**src/rtl/voice_allocator_pkg.sv**
```systemverilog
// Shared types and constants for the polyphonic voice allocator.
package voice_allocator_pkg;

  typedef enum logic [1:0] {
    V_FREE    = 2'd0,
    V_ON      = 2'd1,
    V_RELEASE = 2'd2
  } voice_state_t;

  typedef enum logic [1:0] {
    S_IDLE   = 2'd0,
    S_DECIDE = 2'd1,
    S_REGAP  = 2'd2
  } ctrl_state_t;

  localparam int unsigned AGE_W = 8;
  localparam int unsigned REL_W = 16;
  localparam logic [AGE_W-1:0] AGE_MAX = '1;

endpackage

```
**src/rtl/voice_allocator_slot.sv**
```systemverilog
// One voice channel: lifecycle state, stored note/freq, saturating age and release countdown.
module voice_slot
  import voice_allocator_pkg::*;
#(
  parameter int unsigned      FREQ_BITS      = 16,
  parameter logic [REL_W-1:0] RELEASE_CYCLES = 16'd48000
) (
  input  logic                 clk,
  input  logic                 rst,
  input  logic                 i_alloc,
  input  logic                 i_gap,
  input  logic                 i_release,
  input  logic [6:0]           i_note,
  input  logic [FREQ_BITS-1:0] i_freq,
  output voice_state_t         o_state,
  output logic [6:0]           o_note,
  output logic [FREQ_BITS-1:0] o_freq,
  output logic [AGE_W-1:0]     o_age,
  output logic                 o_gate
);

  voice_state_t         r_state;
  logic [6:0]           r_note;
  logic [FREQ_BITS-1:0] r_freq;
  logic [AGE_W-1:0]     r_age;
  logic [REL_W-1:0]     r_rel_cnt;
  logic                 r_gap;

  always_ff @(posedge clk) begin
    if (rst) begin
      r_state   <= V_FREE;
      r_note    <= '0;
      r_freq    <= '0;
      r_age     <= '0;
      r_rel_cnt <= '0;
      r_gap     <= 1'b0;
    end else begin
      r_gap <= 1'b0;
      // Allocation outranks a release expiring on the same edge.
      if (i_alloc) begin
        r_state   <= V_ON;
        r_note    <= i_note;
        r_freq    <= i_freq;
        r_age     <= '0;
        r_rel_cnt <= '0;
        r_gap     <= i_gap;
      end else begin
        if (r_state != V_FREE && r_age != AGE_MAX) r_age <= r_age + AGE_W'(1);
        if (i_release) begin
          r_state   <= V_RELEASE;
          r_rel_cnt <= RELEASE_CYCLES;
        end else if (r_state == V_RELEASE) begin
          if (r_rel_cnt <= REL_W'(1)) begin
            r_state   <= V_FREE;
            r_rel_cnt <= '0;
            r_age     <= '0;
          end else begin
            r_rel_cnt <= r_rel_cnt - REL_W'(1);
          end
        end
      end
    end
  end

  assign o_state = r_state;
  assign o_note  = r_note;
  assign o_freq  = r_freq;
  assign o_age   = r_age;
  assign o_gate  = (r_state == V_ON) && !r_gap;

endmodule

```
**src/rtl/voice_allocator.sv**
```systemverilog
// Note-event allocator: maps note-on/off events onto NUM_VOICES slots with retrigger and voice stealing.
module voice_allocator
  import voice_allocator_pkg::*;
#(
  parameter int unsigned      NUM_VOICES     = 4,
  parameter int unsigned      FREQ_BITS      = 16,
  parameter logic [REL_W-1:0] RELEASE_CYCLES = 16'd48000
) (
  input  logic                            clk,
  input  logic                            rst,
  input  logic                            ev_valid,
  output logic                            ev_ready,
  input  logic                            ev_note_on,
  input  logic [6:0]                      ev_note,
  input  logic [FREQ_BITS-1:0]            ev_freq,
  output logic [NUM_VOICES*FREQ_BITS-1:0] voice_freq,
  output logic [NUM_VOICES-1:0]           voice_gate,
  output logic                            steal_pulse
);

  localparam int unsigned IDX_W = (NUM_VOICES > 1) ? $clog2(NUM_VOICES) : 1;

  ctrl_state_t          r_state, w_state_nxt;
  logic                 r_note_on;
  logic [6:0]           r_note;
  logic [FREQ_BITS-1:0] r_freq;

  voice_state_t         w_vstate [NUM_VOICES];
  logic [6:0]           w_vnote  [NUM_VOICES];
  logic [AGE_W-1:0]     w_vage   [NUM_VOICES];
  logic [NUM_VOICES-1:0] w_alloc, w_release;

  logic             w_hit, w_off_hit, w_free, w_rel, w_on;
  logic [IDX_W-1:0] w_hit_idx, w_off_idx, w_free_idx, w_rel_idx, w_on_idx, w_tgt;
  logic [AGE_W-1:0] w_rel_age, w_on_age;
  logic             w_do_alloc, w_do_rel, w_gap, w_steal;

  always_ff @(posedge clk) begin
    if (rst) begin
      r_state   <= S_IDLE;
      r_note_on <= 1'b0;
      r_note    <= '0;
      r_freq    <= '0;
    end else begin
      r_state <= w_state_nxt;
      if (ev_valid && ev_ready) begin
        r_note_on <= ev_note_on;
        r_note    <= ev_note;
        r_freq    <= ev_freq;
      end
    end
  end

  // Candidate scan: strict '>' on age keeps the lowest index on ties.
  always_comb begin
    w_hit = 1'b0;  w_hit_idx  = '0;
    w_off_hit = 1'b0; w_off_idx = '0;
    w_free = 1'b0; w_free_idx = '0;
    w_rel = 1'b0;  w_rel_idx  = '0; w_rel_age = '0;
    w_on = 1'b0;   w_on_idx   = '0; w_on_age  = '0;
    for (int unsigned i = 0; i < NUM_VOICES; i++) begin
      if (!w_hit && w_vstate[i] != V_FREE && w_vnote[i] == r_note) begin
        w_hit = 1'b1; w_hit_idx = IDX_W'(i);
      end
      if (!w_off_hit && w_vstate[i] == V_ON && w_vnote[i] == r_note) begin
        w_off_hit = 1'b1; w_off_idx = IDX_W'(i);
      end
      if (!w_free && w_vstate[i] == V_FREE) begin
        w_free = 1'b1; w_free_idx = IDX_W'(i);
      end
      if (w_vstate[i] == V_RELEASE && (!w_rel || w_vage[i] > w_rel_age)) begin
        w_rel = 1'b1; w_rel_idx = IDX_W'(i); w_rel_age = w_vage[i];
      end
      if (w_vstate[i] == V_ON && (!w_on || w_vage[i] > w_on_age)) begin
        w_on = 1'b1; w_on_idx = IDX_W'(i); w_on_age = w_vage[i];
      end
    end
  end

  always_comb begin
    w_do_alloc = 1'b0;
    w_do_rel   = 1'b0;
    w_gap      = 1'b0;
    w_steal    = 1'b0;
    w_tgt      = '0;
    if (r_note_on) begin
      w_do_alloc = 1'b1;
      if (w_hit) begin
        w_tgt = w_hit_idx; w_gap = 1'b1;
      end else if (w_free) begin
        w_tgt = w_free_idx;
      end else if (w_rel) begin
        w_tgt = w_rel_idx; w_gap = 1'b1;
      end else begin
        w_tgt = w_on_idx; w_gap = 1'b1; w_steal = w_on;
      end
    end else if (w_off_hit) begin
      w_do_rel = 1'b1;
      w_tgt    = w_off_idx;
    end
    for (int unsigned i = 0; i < NUM_VOICES; i++) begin
      w_alloc[i]   = (r_state == S_DECIDE) && w_do_alloc && (w_tgt == IDX_W'(i));
      w_release[i] = (r_state == S_DECIDE) && w_do_rel   && (w_tgt == IDX_W'(i));
    end
  end

  always_comb begin
    w_state_nxt = r_state;
    ev_ready    = 1'b0;
    steal_pulse = 1'b0;
    case (r_state)
      S_IDLE: begin
        ev_ready = 1'b1;
        if (ev_valid) w_state_nxt = S_DECIDE;
      end
      S_DECIDE: begin
        steal_pulse = w_steal;
        w_state_nxt = (w_do_alloc && w_gap) ? S_REGAP : S_IDLE;
      end
      S_REGAP:  w_state_nxt = S_IDLE;
      default:  w_state_nxt = S_IDLE;
    endcase
  end

  for (genvar g = 0; g < NUM_VOICES; g++) begin : g_voice
    voice_slot #(
      .FREQ_BITS      (FREQ_BITS),
      .RELEASE_CYCLES (RELEASE_CYCLES)
    ) u_slot (
      .clk       (clk),
      .rst       (rst),
      .i_alloc   (w_alloc[g]),
      .i_gap     (w_gap),
      .i_release (w_release[g]),
      .i_note    (r_note),
      .i_freq    (r_freq),
      .o_state   (w_vstate[g]),
      .o_note    (w_vnote[g]),
      .o_freq    (voice_freq[g*FREQ_BITS +: FREQ_BITS]),
      .o_age     (w_vage[g]),
      .o_gate    (voice_gate[g])
    );
  end

endmodule

```
**config.mk**
```make
export PLATFORM = sky130hd
export DESIGN_NAME = voice_allocator
export DESIGN_NICKNAME = d
export VERILOG_FILES = /design/src/rtl/voice_allocator_pkg.sv /design/src/rtl/voice_allocator_slot.sv /design/src/rtl/voice_allocator.sv
export SDC_FILE = /design/constraint.sdc
export NUM_CORES = 1
export LEC_CHECK = 0
export CORE_UTILIZATION = 34
export CTS_BUF_LIST = sky130_fd_sc_hd__clkbuf_4
export DETAILED_ROUTE_END_ITERATION = 8
export SLEW_MARGIN = 30
export SYNTH_ARGS = -nofsm -noshare
export SYNTH_HDL_FRONTEND = slang
export SYNTH_SLANG_ARGS = --single-unit
```
**constraint.sdc**
```tcl
create_clock -name clk -period 7.2 [get_ports clk]
set_input_delay 0.72 -clock clk [delete_from_list [all_inputs] [get_ports clk]]
set_output_delay 0.72 -clock clk [all_outputs]
set_load 0.1 [all_outputs]
```
==> metrics.cfg <==
[floorplanning]
boundaryPins=97
core_sq_um=31900
die_w_um=183
die_h_um=183
dieArea_sq_um=33500
fp-row-count=65
start_util=0.350

[drt]
drt_iter0_drc=581
route.vias.total=9307
ant_nets=0
post_drt_via_cell_ratio=5.17
wl_per_cell_um=16.5
dr.pass1.iters=5
routed_wl_um=29800
route.detailed.drc=0

[sta]
fin_ws_ns=0.646
fmax_mhz=153
final.period_utilization=0.910
grt_setup_unrepaired=false
worstMarginPinSlew_ns=1.03
tns_ns=0
final_hold_viol_count=0
setup_viol_count_final=0
final_max_slew_viol_count=0
fin_skew_ns=0.0447
max_slew_margin=0.310
period_needed_ns=6.55

[setup_path]
critPathKind=reg2reg
crit_required_ns=7.85
cp-end-kind=flip-flop
crit_top_cell=ha_1
slowest_delay_ns=0.79
critPathSlowestCell=a31oi_2
cpLargestDelayFamily=compound AO/OA/AOI/OAI gates
cp.arrival_ns=7.20
cp.buffers_inverters=2
start_kind=flip-flop
rr_worst_depth=26
reg2reg_from=g_voice[0].u_slot.o_state[1]$_SDFFE_PP0P_
cp_max_fo=18
rr_endpoint=g_voice[0].u_slot.o_note[3]$_SDFFE_PP0P_
ff2ff_setup_slack_ns=0.65

[global_routing]
grt-ovfl-total=0
grt_pass1_wl_um=47800
grt_max_degree=41
grt_antenna_before_repair=1
track_usage=0.176
grt_pass1_vias=9130

[synthesis]
synth_nets=1297
syn_area_sq_um=11200
yosys.area.top_type_share=0.406
synthTopCellsByArea=dfxtp_1 (41%), a22o_1 (7.2%), ha_1 (6.7%)
synth_area_per_cell_sq_um=9.22
ys.flop_type=dfxtp_1
ys_types=74
synth.largest_area_cell=dfxtp_1
synth_cells=1210
async_flop_share=0
ys_ff_latch=226
ys_seq_area_frac=0.406
synth_edf_count=0
ys_warn_count=0

[status]
status=completed

[cts]
cts_setup_buffers=0
cts-root-buf=clkbuf_4
worstSkewPairLatency_ns=0.72
htree_levels=2
cts_buffer_depth=3
cts.sinks=226
cts_made_buffers=59
clkTransAtPathRegs_ns=0.06
tritoncts=yes
ctsHoldBuffers=0

[power_and_ir_drop]
p_int_mw=1.86
p_sw_frac=0.253
power_switching_mw=0.629
report.power.total_mw=2.49
power_frac_seq=0.513
clock_power_share=0.445
power.leakage_nw=4.97
power_density_nw_per_um2=190
ir_worst_vdd_uv=104
power_frac_comb=0.042

[final_layout]
fillers=3235
area_delta_synth_final_pct=17.6
drive_above_1_share=0.125
fin_area_sq_um=13100
nets=1410

[placed_design]
place_area_sq_um=12400
place.gp.congestion=0.896
post-place-ws_ns=0.587
port-buffer-count=96
hpwl_um=20000

[min_path]
hold_end=g_voice[2].u_slot.o_freq[15]$_SDFFE_PP0P_
min_from=g_voice[2].u_slot.o_freq[15]$_SDFFE_PP0P_
hold_path_depth=1
hold_class=reg2reg

[job]
drv_cap=0

## cells by family (layout without fill, tap and decap cells)
| family | after synthesis | in the layout | synth area share |
|---|---|---|---|
| flops | 226 | 226 | 0.406 |
| simple gates | 427 | 427 | 0.197 |
| mux | 12 | 12 | 0.0117 |
| fa+ha+maj | 60 | 60 | 0.0673 |
| compound gates | 280 | 281 | 0.183 |
| buf+inv | 95 | 249 | 0.0493 |
| other cells | 0 | 1 | 0 |
| xor+xnor | 110 | 110 | 0.0864 |
## placed cells by master (no fill, tap or decap), types with 24 or more instances in the layout
master	count
xor2_1	34
a21oi_1	88
clkbuf_4	81
inv_1	36
dfxtp_1	226
nand2_1	119
a22o_1	92
xnor2_1	76
clkdlybuf4s50_1	93
nor3_1	65
ha_1	60
nor4_1	24
nor2_1	86
## final cells by class
type / count / area, sq um / share of cell area
antenna: 1 / 2.50 / 0.000191
multi-input combinational: 890 / 6110 / 0.466
timing repair buffer: 110 / 1060 / 0.0807
tap: 435 / 544 / 0.0415
inverter: 36 / 135 / 0.0103
clock inverter: 22 / 136 / 0.0104
sequential: 226 / 4520 / 0.345
clock buffer: 81 / 608 / 0.0463
## worst max path at each step
stage                     cells after the start                                      start  slack [ns]                                        to
final                                        26  g_voice[0].u_slot.o_state[1]$_SDFFE_PP0P_        0.65  g_voice[0].u_slot.o_note[3]$_SDFFE_PP0P_
after global routing                         27  g_voice[0].u_slot.o_state[1]$_SDFFE_PP0P_        0.04  g_voice[1].u_slot.o_freq[3]$_SDFFE_PP0P_
after CTS                                    28  g_voice[0].u_slot.o_state[1]$_SDFFE_PP0P_        0.53  g_voice[0].u_slot.o_note[4]$_SDFFE_PP0P_
after detailed placement                     28  g_voice[0].u_slot.o_state[1]$_SDFFE_PP0P_        0.59  g_voice[0].u_slot.o_note[4]$_SDFFE_PP0P_
after global placement                       28  g_voice[0].u_slot.o_state[1]$_SDFFE_PP0P_        0.75  g_voice[1].u_slot.o_freq[3]$_SDFFE_PP0P_
after floorplan                              29  g_voice[0].u_slot.o_state[1]$_SDFFE_PP0P_        1.04  g_voice[0].u_slot.o_freq[0]$_SDFFE_PP0P_
## Yosys cell counts, drive strengths merged (22+ instances only)
cell type and number:
ha 60, xor2 34, a21oi 93, nor3 71, nor2 94, xnor2 76
a22o 92, nor4 27, nand4 24, buf 40, nand2 120, o21ai 26
a31oi 22, inv 36, dfxtp 226
## flip-flops by register name, summed over array words and instances (netlist names)
name / cells
r_freq: 16
r_note: 7
g_voice.u_slot.r_gap: 4
r_state: 2
g_voice.u_slot.r_rel_cnt: 64
g_voice.u_slot.o_age: 32
r_note_on: 1
g_voice.u_slot.o_note: 28
g_voice.u_slot.o_state: 8
g_voice.u_slot.o_freq: 64
## power by group through the flow
stage	logic (mW)	registers [mW]	clock network [mW]
final	0.105	1.28	1.11
after global routing	0.114	1.28	1.22
after CTS	0.104	1.28	1.15
after detailed placement	0.103	1.30	0
after global placement	0.103	1.30	0
after floorplan	0.0767	1.30	0
## what timing repair did
item,in CTS,in global routing
endpoints found under the hold margin,0,0
resized for setup,0,2
setup endpoints to repair,0,47
## stage by stage
step / instances / utilization / hold slack [ns]
detailed placement: 1696 / 0.388 / 0.453
global placement: 1695 / 0.387 / 0.455
CTS: 1799 / 0.411 / 0.476
floorplan: 1210 / - / 0.462
global route: 1801 / 0.412 / 0.486
finish: 1801 / 0.412 / 0.475
## routing by layer
| layer | global-route usage | wire length (um) |
|---|---|---|
| met3 | 0.0522 | 2160 |
| met1 | 0.220 | 13400 |
| met2 | 0.289 | 13700 |
| met4 | 0.0570 | 530 |
| met5 | 0 | 0 |
## worst register-to-register path: stages, from the launching register on
cell,delay (ns)
dfxtp_1,0.42
nor2b_1,0.33
buf_4,0.28
nand2_1,0.09
ha_1,0.32
a21oi_1,0.07
o2111ai_1,0.24
o21ai_0,0.13
a211o_2,0.44
a31oi_1,0.27
ha_1,0.28
nor2b_1,0.13
o211ai_1,0.15
a21oi_1,0.11
o22a_1,0.19
o21ai_1,0.13
buf_4,0.21
mux2_2,0.35
ha_1,0.29
nand4_1,0.07
nor2_1,0.05
a211oi_1,0.21
o21ai_0,0.17
a31o_1,0.22
and3_2,0.34
a31oi_2,0.80
a22o_1,0.24
No activity file was read; power rests on OpenSTA's default activity.
